<file path="src/rtl/reg_file_wr_arb.sv">
// rtl/reg_file_wr_arb.sv - round-robin write-port arbiter and zero-sweep initialiser for reg_file
//
// Shares the single write port of the 32-entry register file between two
// requesters. Grants are combinational from req and arbiter state only; the
// register-file write port is driven from flops one cycle after the transfer.
// A transfer to register 0 is granted and consumed but never raises rf_wen.
//
// Optional feature macro: RF_CLEAR_EN
//   defined   - after every reset the arbiter writes zero to registers
//               1..31 (one per cycle) before granting anything; init_done
//               rises when the sweep has issued register 31.
//   undefined - no sweep state or counter; init_done is tied high and
//               grants are possible in the first cycle after reset.
//
// Ports:
//   clk                 clock, rising edge
//   rst                 asynchronous reset, active low
//   m0_req/addr/data    requester 0 write request, held stable until granted
//   m0_gnt              requester 0 grant (combinational)
//   m1_req/addr/data    requester 1 write request, held stable until granted
//   m1_gnt              requester 1 grant (combinational)
//   rf_wen              registered write enable to reg_file
//   rf_waddr            registered write address to reg_file
//   rf_wdata            registered write data to reg_file
//   init_done           high once requests can be granted

module reg_file_wr_arb #(
    parameter int DATA_WIDTH = 32,
    parameter int ADDR_WIDTH = 5
) (
    input  logic                  clk,
    input  logic                  rst,
    input  logic                  m0_req,
    input  logic [ADDR_WIDTH-1:0] m0_addr,
    input  logic [DATA_WIDTH-1:0] m0_data,
    output logic                  m0_gnt,
    input  logic                  m1_req,
    input  logic [ADDR_WIDTH-1:0] m1_addr,
    input  logic [DATA_WIDTH-1:0] m1_data,
    output logic                  m1_gnt,
    output logic                  rf_wen,
    output logic [ADDR_WIDTH-1:0] rf_waddr,
    output logic [DATA_WIDTH-1:0] rf_wdata,
    output logic                  init_done
);

    // Registered write port.
    logic                  rf_wen_q,   rf_wen_d;
    logic [ADDR_WIDTH-1:0] rf_waddr_q, rf_waddr_d;
    logic [DATA_WIDTH-1:0] rf_wdata_q, rf_wdata_d;

    // Requester granted on the most recent transfer (1 = m1). Resetting to 1
    // hands the first tie to m0.
    logic last_q, last_d;

    // High when the arbiter may grant requests.
    logic arb_en;

`ifdef RF_CLEAR_EN
    typedef enum logic {
        ST_CLEAR = 1'b0,
        ST_ARB   = 1'b1
    } state_e;

    localparam logic [ADDR_WIDTH-1:0] CLR_FIRST = {{(ADDR_WIDTH-1){1'b0}}, 1'b1};

    state_e                state_q,   state_d;
    logic [ADDR_WIDTH-1:0] clr_cnt_q, clr_cnt_d;
    logic                  init_done_q, init_done_d;

    assign arb_en    = (state_q == ST_ARB);
    assign init_done = init_done_q;
`else
    assign arb_en    = 1'b1;
    assign init_done = 1'b1;
`endif

    // Grant selection: a lone requester always wins; on a tie the requester
    // that did not win the last transfer goes first.
    always_comb begin
        m0_gnt = 1'b0;
        m1_gnt = 1'b0;
        if (arb_en) begin
            if (m0_req && m1_req) begin
                if (last_q) begin
                    m0_gnt = 1'b1;
                end else begin
                    m1_gnt = 1'b1;
                end
            end else begin
                m0_gnt = m0_req;
                m1_gnt = m1_req;
            end
        end
    end

    // Next-state for the write port, round-robin pointer and sweep.
    always_comb begin
        rf_wen_d   = 1'b0;
        rf_waddr_d = rf_waddr_q;
        rf_wdata_d = rf_wdata_q;
        last_d     = last_q;
`ifdef RF_CLEAR_EN
        state_d     = state_q;
        clr_cnt_d   = clr_cnt_q;
        init_done_d = init_done_q;
`endif

        // The grants already include req, so a grant here is a transfer.
        if (m0_gnt) begin
            rf_wen_d   = (m0_addr != '0);
            rf_waddr_d = m0_addr;
            rf_wdata_d = m0_data;
            last_d     = 1'b0;
        end else if (m1_gnt) begin
            rf_wen_d   = (m1_addr != '0);
            rf_waddr_d = m1_addr;
            rf_wdata_d = m1_data;
            last_d     = 1'b1;
        end

`ifdef RF_CLEAR_EN
        // Grants are forced low in CLEAR, so the sweep owns the port.
        if (state_q == ST_CLEAR) begin
            rf_wen_d   = 1'b1;
            rf_waddr_d = clr_cnt_q;
            rf_wdata_d = '0;
            clr_cnt_d  = clr_cnt_q + CLR_FIRST;
            if (&clr_cnt_q) begin
                state_d     = ST_ARB;
                init_done_d = 1'b1;
            end
        end
`endif
    end

    always_ff @(posedge clk or negedge rst) begin
        if (!rst) begin
            rf_wen_q    <= 1'b0;
            rf_waddr_q  <= '0;
            rf_wdata_q  <= '0;
            last_q      <= 1'b1;
`ifdef RF_CLEAR_EN
            state_q     <= ST_CLEAR;
            clr_cnt_q   <= CLR_FIRST;
            init_done_q <= 1'b0;
`endif
        end else begin
            rf_wen_q    <= rf_wen_d;
            rf_waddr_q  <= rf_waddr_d;
            rf_wdata_q  <= rf_wdata_d;
            last_q      <= last_d;
`ifdef RF_CLEAR_EN
            state_q     <= state_d;
            clr_cnt_q   <= clr_cnt_d;
            init_done_q <= init_done_d;
`endif
        end
    end

    assign rf_wen   = rf_wen_q;
    assign rf_waddr = rf_waddr_q;
    assign rf_wdata = rf_wdata_q;

endmodule

</file>
<file path="config.mk">
export PLATFORM = sky130hd
export DESIGN_NAME = reg_file_wr_arb
export DESIGN_NICKNAME = d
export VERILOG_FILES = /design/src/rtl/reg_file_wr_arb.sv
export SDC_FILE = /design/constraint.sdc
export NUM_CORES = 1
export LEC_CHECK = 0
export ABC_AREA = 0
export CORE_ASPECT_RATIO = 0.6
export CORE_MARGIN = 2
export CORE_UTILIZATION = 40
export DETAILED_ROUTE_END_ITERATION = 10
export GPL_TIMING_DRIVEN = 0
export PLACE_DENSITY = 0.81
export SLEW_MARGIN = 40
export SYNTH_ARGS = -nofsm -noshare
export SYNTH_HDL_FRONTEND = slang
export SYNTH_SLANG_ARGS = --single-unit
</file>
<file path="constraint.sdc">
create_clock -name clk -period 1.8 [get_ports clk]
set_input_delay 0.18 -clock clk [delete_from_list [all_inputs] [get_ports clk]]
set_output_delay 0.18 -clock clk [all_outputs]
set_load 0.02 [all_outputs]
</file>
==> flow_metrics.py <==
metrics = {
    "layout": {
        "fin_nets": 418,
        "multiInputGateArea_um2": 1030,
        "area_delta_synth_final_pct": 59.7,
        "final_cell_area_um2": 3620,
        "ff_latch_area_um2": 977,
        "final_common_cell": "clkdlybuf4s50_1",
        "n_fill_cell": 463,
        "final_cell_mix": "clkdlybuf4s50_1 (114), inv_1 (38), dfrtp_1 (38)",
        "drive_gt1_share_pct": 15.8,
        "diodes": 0,
        "fin_cells": 410,
    },
    "clocking": {
        "htree_levels": 2,
        "cts-root-buf": "clkbuf_8",
        "clk_pin_slew_ps": 70,
        "insertion_delay_ps": 290,
        "cts_inserted_buffers": 5,
        "cts_tree": "done",
        "cts_max_path_buffers": 2,
        "clock_sinks": 39,
    },
    "floorplan": {
        "die_x_um": 101,
        "std_cell_rows": 21,
        "top_level_ports": 119,
        "core_um2": 5520,
        "die_h_um": 62.3,
        "die-area_um2": 6300,
        "initial_utilization_pct": 41.1,
    },
    "route": {
        "drc": 0,
        "dr.pass1.iters": 4,
        "avgViaCountPerCell": 5.10,
        "drtAntennaViolNets": 0,
        "drt_iter0_drc": 30,
        "vias": 2091,
        "routed_wl_um": 6400,
        "routedWlPerCell_um": 15.6,
    },
    "global_route": {
        "grt_util_met1_pct": 27.7,
        "top_usage_layer": "met2",
        "grt_pass1_vias": 2150,
        "grt_use_met2_pct": 31.6,
        "grt_max_degree": 40,
        "antenna_found_initial": 0,
        "use_met3_pct": 8.56,
        "grt_pass1_wl_um": 10300,
        "grt_usage_pct": 20.9,
        "grt-ovfl-total": 0,
    },
    "worst_setup_path": {
        "cp-start-kind": "primary input",
        "worst-path-buf-inv": 4,
        "critPathKind": "in -> out",
        "cp_max_fo": 10,
        "critical-path-top-delay-family": "buffers and inverters",
        "critPathSlowestCell": "clkdlybuf4s50_1",
        "worstPathCellList": "clkdlybuf4s50_1, buf_6, buf_6, a21boi_2, clkdlybuf4s15_2",
        "critical_path.most_common_cell": "buf_6",
        "critical_path.endpoint_type": "output port",
        "worstPathArrival_ps": 1550,
        "required_ps": 1620,
        "slowest_delay_ps": 520,
    },
    "power_and_ir_drop": {
        "power_density_nw_per_um2": 741,
        "power.leakage_nw": 1.56,
        "vdd_drop_max_v": 0.000394,
    },
    "yosys": {
        "syn-num-nets": 293,
        "synth-edff-count": 0,
        "yosys-top-cells-area": "dfrtp_1 (42%), mux2_1 (13%), o22ai_1 (7.5%)",
        "synth_cell_types": 22,
        "yosysTopAreaCell": "dfrtp_1",
        "synth-seq-area-share_pct": 43.1,
        "synth_top_area_share_pct": 42.0,
        "async_flop_share_pct": 100,
        "yosys_warnings": 0,
        "synth_seq_cells": 39,
        "synth_area_um2": 2270,
        "synthCells": 215,
        "synth_area_per_cell_um2": 10.5,
        "synth_ff_type": "dfrtp_1",
    },
    "timing": {
        "skew_ps": 7.12,
        "setup_viol": 0,
        "rsz0062_at_grt": "false",
        "hold_viol_final": 0,
        "fmax_ghz": 0.580,
        "tightest_slew_ps": 689,
        "fin_crit_sh_pct": 95.9,
        "slew_headroom_pct": 54.1,
        "post-route-min-period_ps": 1730,
        "final-max-slew-violation-count": 0,
    },
    "min_path": {
        "min_path_type": "in -> async",
    },
    "flow_run": {
        "cap_violations": 0,
    },
    "placement": {
        "dpl.cell_count": 401,
        "dp_hpwl_um": 4770,
        "port_buffers": 117,
        "place_congestion": 0.743,
        "dpl_cell_area_um2": 3520,
    },
    "status": {
        "outcome": "finished, final reports clean",
    },
}
==> worst reg2reg max path, cell delays in order (launching register included) <==
cell,delay (ps)
dfstp_2,550
nand2b_1,140
buf_2,250
buf_2,280
o22ai_1,110
a21oi_1,160
==> synthesized netlist by cell type, types with 4 or more instances <==
cell type,n
o22ai_2,10
buf_6,5
a21oi_2,10
dfrtp_1,38
mux2_1,27
a21oi_1,27
buf_2,5
clkbuf_1,4
o22ai_1,27
mux2_4,10
inv_1,38
==> metrics by stage <==
stage	TNS, ps	setup slack [ps]	total power [mW]	util (%)	hold WS, ps
after floorplan	0	501	1.59	-	-116
after global placement	-17820	-456	2.10	63.9	453
after detailed placement	-518	-318	2.13	63.8	186
after CTS	0	21.4	2.70	65.5	407
after global routing	0	1.37	2.83	65.6	413
final	0	74.5	2.68	65.6	411
==> per-layer routing <==
metal  up-vias  wire length [um]
met5         -                 0
met4         0                69
met3         8               640
met2        90              2680
met1       992              3010
li1       1001                 -
==> cell families (layout without fill, tap and decap cells) <==
kind of cell / Yosys count / after routing / share of synthesized area (%)
buffers and inverters: 55 / 181 / 11.4
other: 1 / 1 / 0.165
AND/OR/NAND/NOR: 5 / 5 / 1.38
flip-flops: 39 / 39 / 43.1
AO/OA/AOI/OAI: 78 / 78 / 23.9
multiplexers: 37 / 37 / 20.0
==> state kept, by name, indices dropped and copies added (netlist names) <==
register / cells
rf_wdata: 32
rf_waddr: 5
last_q: 1
rf_wen: 1
==> final timing paths <==
check	cells after the start	startpoint	end	slack (ps)
min in group clk	3	m0_data[0]	rf_wdata[0]$_DFFE_PN0P_	410
worst min register to register	2	last_q$_DFFE_PN1P_	last_q$_DFFE_PN1P_	480
worst max-delay path	5	m1_req	m1_gnt	70
worst max register to register	5	last_q$_DFFE_PN1P_	rf_wdata[17]$_DFFE_PN0P_	220
max in group asynchronous	2	rst	last_q$_DFFE_PN1P_	1020
worst min-delay path	2	rst	rf_wdata[25]$_DFFE_PN0P_	410
==> report_power, final <==
group	total, mW	leakage [nW]	switching, mW	internal (mW)
Clock	0.571	0.0422	0.299	0.272
Combinational	1.05	1.07	0.485	0.565
Sequential	1.06	0.446	0.0632	0.999
==> layout make-up <==
class                   count  share of cell area [%]
well taps                  69                    2.39
inverters                  38                    3.94
clock buffers               7                    2.11
repair buffers            118                    32.5
flip-flops and latches     39                    27.0
multi-input cells         121                    28.6
clock inverters             1                   0.138
plain buffers              17                    3.39
==> what timing repair did <==
item,CTS,global route
gates resized for setup,9,2
cloned,0,0
hold endpoints to repair,38,0
hold buffers,1,0
buffers inserted,0,0
endpoints found under the setup margin,2,1
(Power assumes the default switching activity.)
